[src/rtl/imem_fetch_sequencer.sv]
// imem_fetch_sequencer
// Sequences reads from a slow combinational instruction memory and buffers
// {PC, instruction} pairs in a small show-ahead FIFO for the core. Each
// address is held for WAIT_CYCLES clocks before MemData is captured. A
// redirect from the core flushes the FIFO and restarts fetch at a new PC.

module imem_fetch_sequencer #(
  parameter logic [31:0] RESET_PC    = 32'h0000_0000,
  parameter int          WAIT_CYCLES = 2,
  parameter int          DEPTH       = 4
) (
  input  logic                     CLK,
  input  logic                     Reset_L,
  output logic [31:0]              MemAddr,
  input  logic [31:0]              MemData,
  input  logic                     Redirect,
  input  logic [31:0]              RedirectPC,
  input  logic                     InstrReady,
  output logic                     InstrValid,
  output logic [31:0]              Instr,
  output logic [31:0]              InstrPC,
  output logic [$clog2(DEPTH):0]   Count
);

  localparam int AW = $clog2(DEPTH);
  localparam int CW = (WAIT_CYCLES > 1) ? $clog2(WAIT_CYCLES) : 1;

  typedef logic [CW-1:0] wcnt_t;
  typedef logic [AW:0]   cnt_t;
  typedef logic [AW-1:0] ptr_t;

  localparam wcnt_t WAIT_LAST = wcnt_t'(WAIT_CYCLES - 1);
  localparam cnt_t  FULL      = cnt_t'(DEPTH);

  typedef enum logic [0:0] {
    ST_WAIT = 1'b0,
    ST_HOLD = 1'b1
  } state_t;

  state_t      state_r, state_s;
  wcnt_t       wcnt_r, wcnt_s;
  logic [31:0] fetch_pc_r, fetch_pc_s;
  cnt_t        count_r, count_s;
  ptr_t        rd_ptr_r, rd_ptr_s;
  ptr_t        wr_ptr_r, wr_ptr_s;
  logic        capture_s;
  logic        pop_s;
  logic        valid_s;

  logic [31:0] instr_mem_r [DEPTH];
  logic [31:0] pc_mem_r    [DEPTH];

  // The low two bits of the redirect target are dropped by design.
  logic redirect_lsb_unused_s;
  assign redirect_lsb_unused_s = ^RedirectPC[1:0];

  assign valid_s    = (count_r != cnt_t'(0));
  assign MemAddr    = fetch_pc_r;
  assign Count      = count_r;
  assign InstrValid = valid_s;

  // Next-state logic: redirect overrides everything, then access sequencing and pop.
  always_comb begin
    state_s    = state_r;
    wcnt_s     = wcnt_r;
    fetch_pc_s = fetch_pc_r;
    count_s    = count_r;
    rd_ptr_s   = rd_ptr_r;
    wr_ptr_s   = wr_ptr_r;
    capture_s  = 1'b0;
    pop_s      = 1'b0;

    if (Redirect) begin
      // Abort the in-flight access and drop both FIFO contents and any pop.
      state_s    = ST_WAIT;
      wcnt_s     = wcnt_t'(0);
      fetch_pc_s = {RedirectPC[31:2], 2'b00};
      count_s    = cnt_t'(0);
      rd_ptr_s   = ptr_t'(0);
      wr_ptr_s   = ptr_t'(0);
    end else begin
      pop_s = valid_s & InstrReady;

      case (state_r)
        ST_WAIT: begin
          if (wcnt_r == WAIT_LAST) begin
            capture_s  = 1'b1;
            wcnt_s     = wcnt_t'(0);
            fetch_pc_s = fetch_pc_r + 32'd4;
          end else begin
            wcnt_s = wcnt_r + wcnt_t'(1);
          end
        end
        ST_HOLD: begin
          if (pop_s) begin
            state_s = ST_WAIT;
            wcnt_s  = wcnt_t'(0);
          end else begin
            state_s = ST_HOLD;
          end
        end
        default: begin
          state_s = ST_WAIT;
          wcnt_s  = wcnt_t'(0);
        end
      endcase

      count_s = count_r + cnt_t'(capture_s) - cnt_t'(pop_s);

      if (capture_s) begin
        wr_ptr_s = wr_ptr_r + ptr_t'(1);
        // A new access may only start while there is room for its result.
        state_s  = (count_s == FULL) ? ST_HOLD : ST_WAIT;
      end else begin
        wr_ptr_s = wr_ptr_r;
      end

      if (pop_s) begin
        rd_ptr_s = rd_ptr_r + ptr_t'(1);
      end else begin
        rd_ptr_s = rd_ptr_r;
      end
    end
  end

  // Control state, fetch PC, occupancy and FIFO pointers.
  always_ff @(posedge CLK or negedge Reset_L) begin
    if (!Reset_L) begin
      state_r    <= ST_WAIT;
      wcnt_r     <= wcnt_t'(0);
      fetch_pc_r <= RESET_PC;
      count_r    <= cnt_t'(0);
      rd_ptr_r   <= ptr_t'(0);
      wr_ptr_r   <= ptr_t'(0);
    end else begin
      state_r    <= state_s;
      wcnt_r     <= wcnt_s;
      fetch_pc_r <= fetch_pc_s;
      count_r    <= count_s;
      rd_ptr_r   <= rd_ptr_s;
      wr_ptr_r   <= wr_ptr_s;
    end
  end

  // FIFO storage; MemData is sampled only on capture edges.
  always_ff @(posedge CLK or negedge Reset_L) begin
    if (!Reset_L) begin
      for (int i = 0; i < DEPTH; i++) begin
        instr_mem_r[i] <= 32'h0000_0000;
        pc_mem_r[i]    <= 32'h0000_0000;
      end
    end else if (capture_s) begin
      instr_mem_r[wr_ptr_r] <= MemData;
      pc_mem_r[wr_ptr_r]    <= fetch_pc_r;
    end
  end

  // Head outputs come from registered storage and read as zero when empty.
  always_comb begin
    if (valid_s) begin
      Instr   = instr_mem_r[rd_ptr_r];
      InstrPC = pc_mem_r[rd_ptr_r];
    end else begin
      Instr   = 32'h0000_0000;
      InstrPC = 32'h0000_0000;
    end
  end

endmodule

[config.mk]
export PLATFORM = sky130hd
export DESIGN_NAME = imem_fetch_sequencer
export DESIGN_NICKNAME = d
export VERILOG_FILES = /design/src/rtl/imem_fetch_sequencer.sv
export SDC_FILE = /design/constraint.sdc
export NUM_CORES = 1
export LEC_CHECK = 0
export ABC_AREA = 1
export CAP_MARGIN = 20
export CORE_AREA = 3 3 208 210
export DETAILED_ROUTE_END_ITERATION = 16
export DIE_AREA = 0 0 211 213
export PLACE_DENSITY = 0.48
export SLEW_MARGIN = 20
export SYNTH_ARGS = -nofsm -noshare
export SYNTH_HDL_FRONTEND = slang
export SYNTH_SLANG_ARGS = --single-unit
export TNS_END_PERCENT = 50
[constraint.sdc]
create_clock -name CLK -period 3.5 [get_ports CLK]
set_clock_uncertainty 0.15 [all_clocks]
set_input_delay 0.35 -clock CLK [delete_from_list [all_inputs] [get_ports CLK]]
set_output_delay 0.35 -clock CLK [all_outputs]
set_load 0.05 [all_outputs]
==> metrics.cfg <==
[outcome]
status = finished clean

[cts]
post-cts-setup-buffers = 0
clk_latency_ns = 0.53
clk_pin_slew_worst_paths_ns = 0.06
numCtsBuffers = 36
cts_resized = 0
cts_hold_buf = 1
clk_path_buf_depth = 3
clock-sinks = 287
cts_tree = done
htreeDepth = 2
cts_root_buf = clkbuf_16

[yosys]
synth_compound_area_share_pct = 17.6
synth_ff_type = dfrtp_1
synth_cell_type_count = 33
synth_fa_ha_area_share_pct = 0.785
synth-edff-count = 0
synth_top_family_by_area = simple AND/OR/NAND/NOR gates
synth_top_area_share_pct = 52.4
syn_area_per_cell_um2 = 8.02
synthMuxAreaShare_pct = 0
synthArstFlopShare_pct = 100
netlist_area_um2 = 13700
synthCells = 1710
synth_xor_area_share_pct = 0.575
ys_warn_count = 0
synth_top_area_cell = dfrtp_1
ys_seq_area_share_pct = 52.4
synth_seq_cells = 287
synth_top_cells_by_area = dfrtp_1 52%, o21ai_0 14%, nand2_1 10%, nor2_1 8.2%, a21oi_1 2.6%
synth-simple-area-share_pct = 21.2

[hold_path]
min_to = MemAddr[24]
hp-class = input pin to flop
hold_start = RedirectPC[24]
hold_path_depth = 3

[floorplan]
dieArea_um2 = 44900
start_util_pct = 32.8
ioPinCount = 168
die_w_um = 211
rows = 75
die_height_um = 213
core-area_um2 = 41800

[layout]
area_delta_synth_final_pct = 22.2
layout.nets = 1912
postLayoutCellArea_um2 = 16800
layout.cells.non_filler = 2402
diodes = 0
fin_util_pct = 40.1
drive_above_1_share_pct = 9.93

[power_and_ir_drop]
p_int_w = 0.00871
seqPwrFrac_pct = 33.2
p_sw_share_pct = 43.9
share_comb_of_total_power_pct = 43.1
pwr-share-clk_pct = 23.7
max-vdd-ir-drop_mv = 0.490
powerDensity_nw_per_um2 = 926
p_leak_nw = 7.70
power.total_w = 0.0155
p_sw_w = 0.00681

[global_route]
antenna_found_initial = 0
overflow = 0
grt_start_max_net_pins = 126
track_usage_pct = 18.3
grt_pass1_wl_um = 65600
grt_pass1_vias = 11400

[setup_path]
cpPeakStageDelay_ns = 0.51
startpoint_type = flop
timing.rr.start = Count[1]
crit_fanout = 125
critPathArrivalTime_ns = 2.51
cp_top_family = buffers and inverters
crit_buf_inv = 2
startpoint = rd_ptr_r[0]
rr_worst_depth = 10
ff2ff_setup_slack_ns = 1.01
critPathCaptureType = output port
crit_required_ns = 3.00
cp_common_cell = nor2_1
critPathKind = flop to output port
cp_slowest_cell = buf_12
critical_path.cell_chain = buf_12, nor2_1, nor2_1, o21ai_0, a21oi_1, buf_4
reg2reg_to = state_r

[placed_design]
port_buffers = 161
dp.cells = 2336
dp_hpwl_um = 25800
place_congestion = 0.867
placedInstanceArea_um2 = 15600

[timing]
fin_crit_sh_pct = 86.0
maxSlewHeadroom_pct = 36.3
slew_viol_final = 0
tightestPinTransition_ns = 0.955
fin_setup_tns_ns = 0
period_minus_slack_ns = 3.01
rsz0062_at_grt = no
final-setup-viol-count = 0
hold_viol = 0
fmax_ghz = 0.332

[route]
drt_iter0_drc = 895
routed_wl_um = 41000
via_count = 11700
drt-pass1-iter-count = 5
ant_nets = 0
wire_per_inst_um = 17.1
drc = 0
vias_per_cell = 4.88

[flow_run]
max_cap_viol_count = 0

how the worst max path moves through the flow:
| stage | to | slack, ns | cells past startpoint |
|---|---|---|---|
| 2_1_floorplan | state_r | 0.87 | 10 |
| 3_3_place_gp | state_r | 0.91 | 10 |
| 5_1_grt | InstrPC[15] | 0.38 | 6 |
| 6_report | InstrPC[18] | 0.49 | 6 |
| 4_1_cts | InstrValid | 0.48 | 5 |
| 3_5_place_dp | state_r | 0.92 | 10 |
power groups by stage:
| stage | combinational [W] | clock, W | sequential [W] |
|---|---|---|---|
| 2_1_floorplan | 0.00437 | 0 | 0.00536 |
| 3_3_place_gp | 0.00672 | 0 | 0.00517 |
| 3_5_place_dp | 0.00677 | 0 | 0.00520 |
| 4_1_cts | 0.00679 | 0.00379 | 0.00515 |
| 5_1_grt | 0.00738 | 0.00394 | 0.00531 |
| 6_report | 0.00668 | 0.00368 | 0.00516 |
state kept, by name (all words and copies together) (netlist names):
register	flops
state_r	1
wcnt_r	1
pc_mem_r	120
wr_ptr_r	2
Count	3
rd_ptr_r	2
MemAddr	30
instr_mem_r	128
area by class of cell:
cell class,count,area (um^2)
clock inverters,17,155
well taps,539,674
repair buffers,195,1860
inverters,90,347
multi-input cells,1226,5520
clock buffers,48,1020
fillers,4287,25000
flip-flops and latches,287,7190
cells in the mapped netlist, types with 2 or more instances:
library cell / instances
a21oi_1: 70
buf_1: 4
buf_2: 21
buf_4: 4
buf_6: 29
clkbuf_1: 52
dfrtp_1: 287
ha_1: 7
inv_1: 84
inv_2: 4
nand2_1: 377
nand2_4: 5
nand3_1: 40
nand4_1: 2
nor2_1: 298
nor2_2: 4
nor2_4: 5
nor3_1: 3
o211ai_1: 5
o21ai_0: 374
o21ai_1: 6
o21ai_2: 8
o21bai_1: 3
o221ai_1: 2
xor2_1: 8
worst reg2reg max path, cell delays in order (launching register included):
cell and delay [ns]:
dfrtp_1 0.42, or2_2 0.35, nor2_4 0.15, nor2_1 0.10, ha_1 0.28, inv_1 0.05
ha_1 0.13, inv_1 0.04, fa_1 0.49, nand3_1 0.09, o21ai_0 0.17
cell usage in the layout, fill, tap and decap left out, drive strengths merged:
cell type and count:
xnor2 1, inv 90, clkdlybuf4s50 98, nand3b 1, conb 4, nand3 40
bufinv 2, o221ai 2, nand2 382, o21ai 388, clkinv 10, dfrtp 287
o21bai 3, xor2 8, buf 96, clkinvlp 5, or2 1, ha 7
nor2 307, dlygate4sd3 1, fa 1, nor3 3, o311ai 1, clkbuf 48
o211ai 5, a21oi 70, nand4 2
stage by stage:
stage / hold WS, ns / setup slack (ns)
finish: 0.251 / 0.489
global placement: 0.310 / 0.907
floorplan: -0.0956 / 0.872
global route: 0.241 / 0.377
CTS: 0.220 / 0.482
detailed placement: 0.313 / 0.919
cells by family after synthesis:
family	after synthesis
fa+ha+maj	8
compound gates	469
buf+inv	200
simple gates	736
xor+xnor	9
other cells	1
flops	287
routing by layer:
| metal | wire length, um | GRT usage (%) |
|---|---|---|
| met1 | 20300 | 27.2 |
| met2 | 18000 | 28.4 |
| met3 | 1900 | 2.81 |
| met4 | 826 | 4.39 |
| met5 | 0 | 0 |
No activity file was read; power rests on OpenSTA's default activity.
==> variant (config.mk and constraints unchanged) <==
`WAIT_CYCLES`: 2 -> 4.
--- a/src/rtl/imem_fetch_sequencer.sv
+++ b/src/rtl/imem_fetch_sequencer.sv
@@ -6,7 +6,7 @@
 
 module imem_fetch_sequencer #(
   parameter logic [31:0] RESET_PC    = 32'h0000_0000,
-  parameter int          WAIT_CYCLES = 2,
+  parameter int          WAIT_CYCLES = 4,
   parameter int          DEPTH       = 4
 ) (
   input  logic                     CLK,
Behaviour: not the same (Yosys sat finds a counterexample within 4 cycles, from zero or initial values and one cycle with Reset_L low).
==> variant against the original RTL <==
Synthesized area rose by 0.11%; sequential cell count rose by 1; combinational power fell by 22%; via count rose by 0.75%; register-to-register slack got worse by 0.07 ns; global-route usage rose by 0.21 points; non-clock buffer count fell by 6; wire length rose by 0.54%; first-iteration DRC count fell by 7.4%; worst setup slack improved by 0.0099 ns; power fell by 15%; core utilization barely moved; highest routed layer unchanged; largest power group unchanged; cell area barely moved.
==> variant: results (changes against the original RTL) <==
[final_layout]
nNetsFinal=1919  ; was 1912
drive_gt1_share_pct=8.53  ; was 9.93%

[synthesis]
yosys-top-cells-count=nand2_1 (376), o21ai_0 (375), nor2_1 (310)  ; was nand2_1 (377), o21ai_0 (374), nor2_1 (298)
seq_area_frac_synth_pct=52.5  ; was 52.4%
synth_area_leaders=dfrtp_1 (53%), o21ai_0 (14%), nand2_1 (10%)  ; was dfrtp_1 (52%), o21ai_0 (14%), nand2_1 (10%)
yosysUniqueCellTypes=32  ; was 33

[worst_setup_path]
slowest_delay_ns=0.49  ; was 0.51 ns
worstPathArrival_ns=2.50  ; was 2.51 ns
reg2reg_depth=9  ; was 10
r2r_setup_slack_ns=0.94  ; was 1.01 ns
rr_startpoint=wcnt_r[0]$_DFFE_PN0P_  ; was Count[1]$_DFF_PN0_
crit_end=InstrPC[20]  ; was InstrPC[18]

[global_route]
grt_first_pass_wirelength_um=66100  ; was 65600 µm
use_met1_pct=26.7  ; was 27.2%
first_global_vias=11700  ; was 11400
grt_use_met3_pct=3.04  ; was 2.81%
use_met2_pct=29.3  ; was 28.4%

[power_and_ir_drop]
vdd.ir_drop.worst_mv=0.426  ; was 0.490 mV
seq_power_share_pct=31.7  ; was 33.2%

[detailed_routing]
dr_wl_met3_um=1970  ; was 1900 µm
wl_met2_um=18100  ; was 18000 µm
drt_iter0_drc=829  ; was 895
wl_met1_um=20100  ; was 20300 µm
post_drt_via_cell_ratio=4.91  ; was 4.88
post_drt_wl_per_cell_um=17.1  ; about the same

[outcome]
status=completed  ; unchanged

[timing]
finalCritPeriodShare_pct=85.7  ; was 86.0%
whs_ns=0.235  ; was 0.251 ns

[hold_path]
hold_class=input pin to asynchronous set/reset pin  ; was input pin to flop

[place]
gp_congestion=0.805  ; was 0.867
dp_slack_ns=0.902  ; was 0.919 ns

variant: final cells by class:
type	instances	area share [%]
Tap cell	539	4.02
Inverter	90	2.05
Multi-Input combinational cell	1237	33.0
Antenna cell	1	0.0149
Timing Repair Buffer	189	10.7
Clock buffer	54	6.50
Sequential cell	288	43.0
Clock inverter	5	0.746
variant: per-stage QoR:
stage | total power [W] | cell area, µm² | instances
after detailed placement | 0.00950 | 15500 | 2342
after global placement | 0.00947 | 15500 | 2342
after floorplan | 0.00773 | 13700 | 1726
after global routing | 0.0141 | 16800 | 2402
final | 0.0132 | 16800 | 2403
after CTS | 0.0134 | 16800 | 2402
variant: kinds of logic after synthesis:
family	after synthesis	share of synthesized area, %
AO/OA/AOI/OAI	462	17.1
XOR/XNOR	10	0.638
adder cells (fa/ha/maj)	9	0.875
buffers and inverters	201	7.30
flip-flops	288	52.5
other	1	0.0273
AND/OR/NAND/NOR	752	21.6
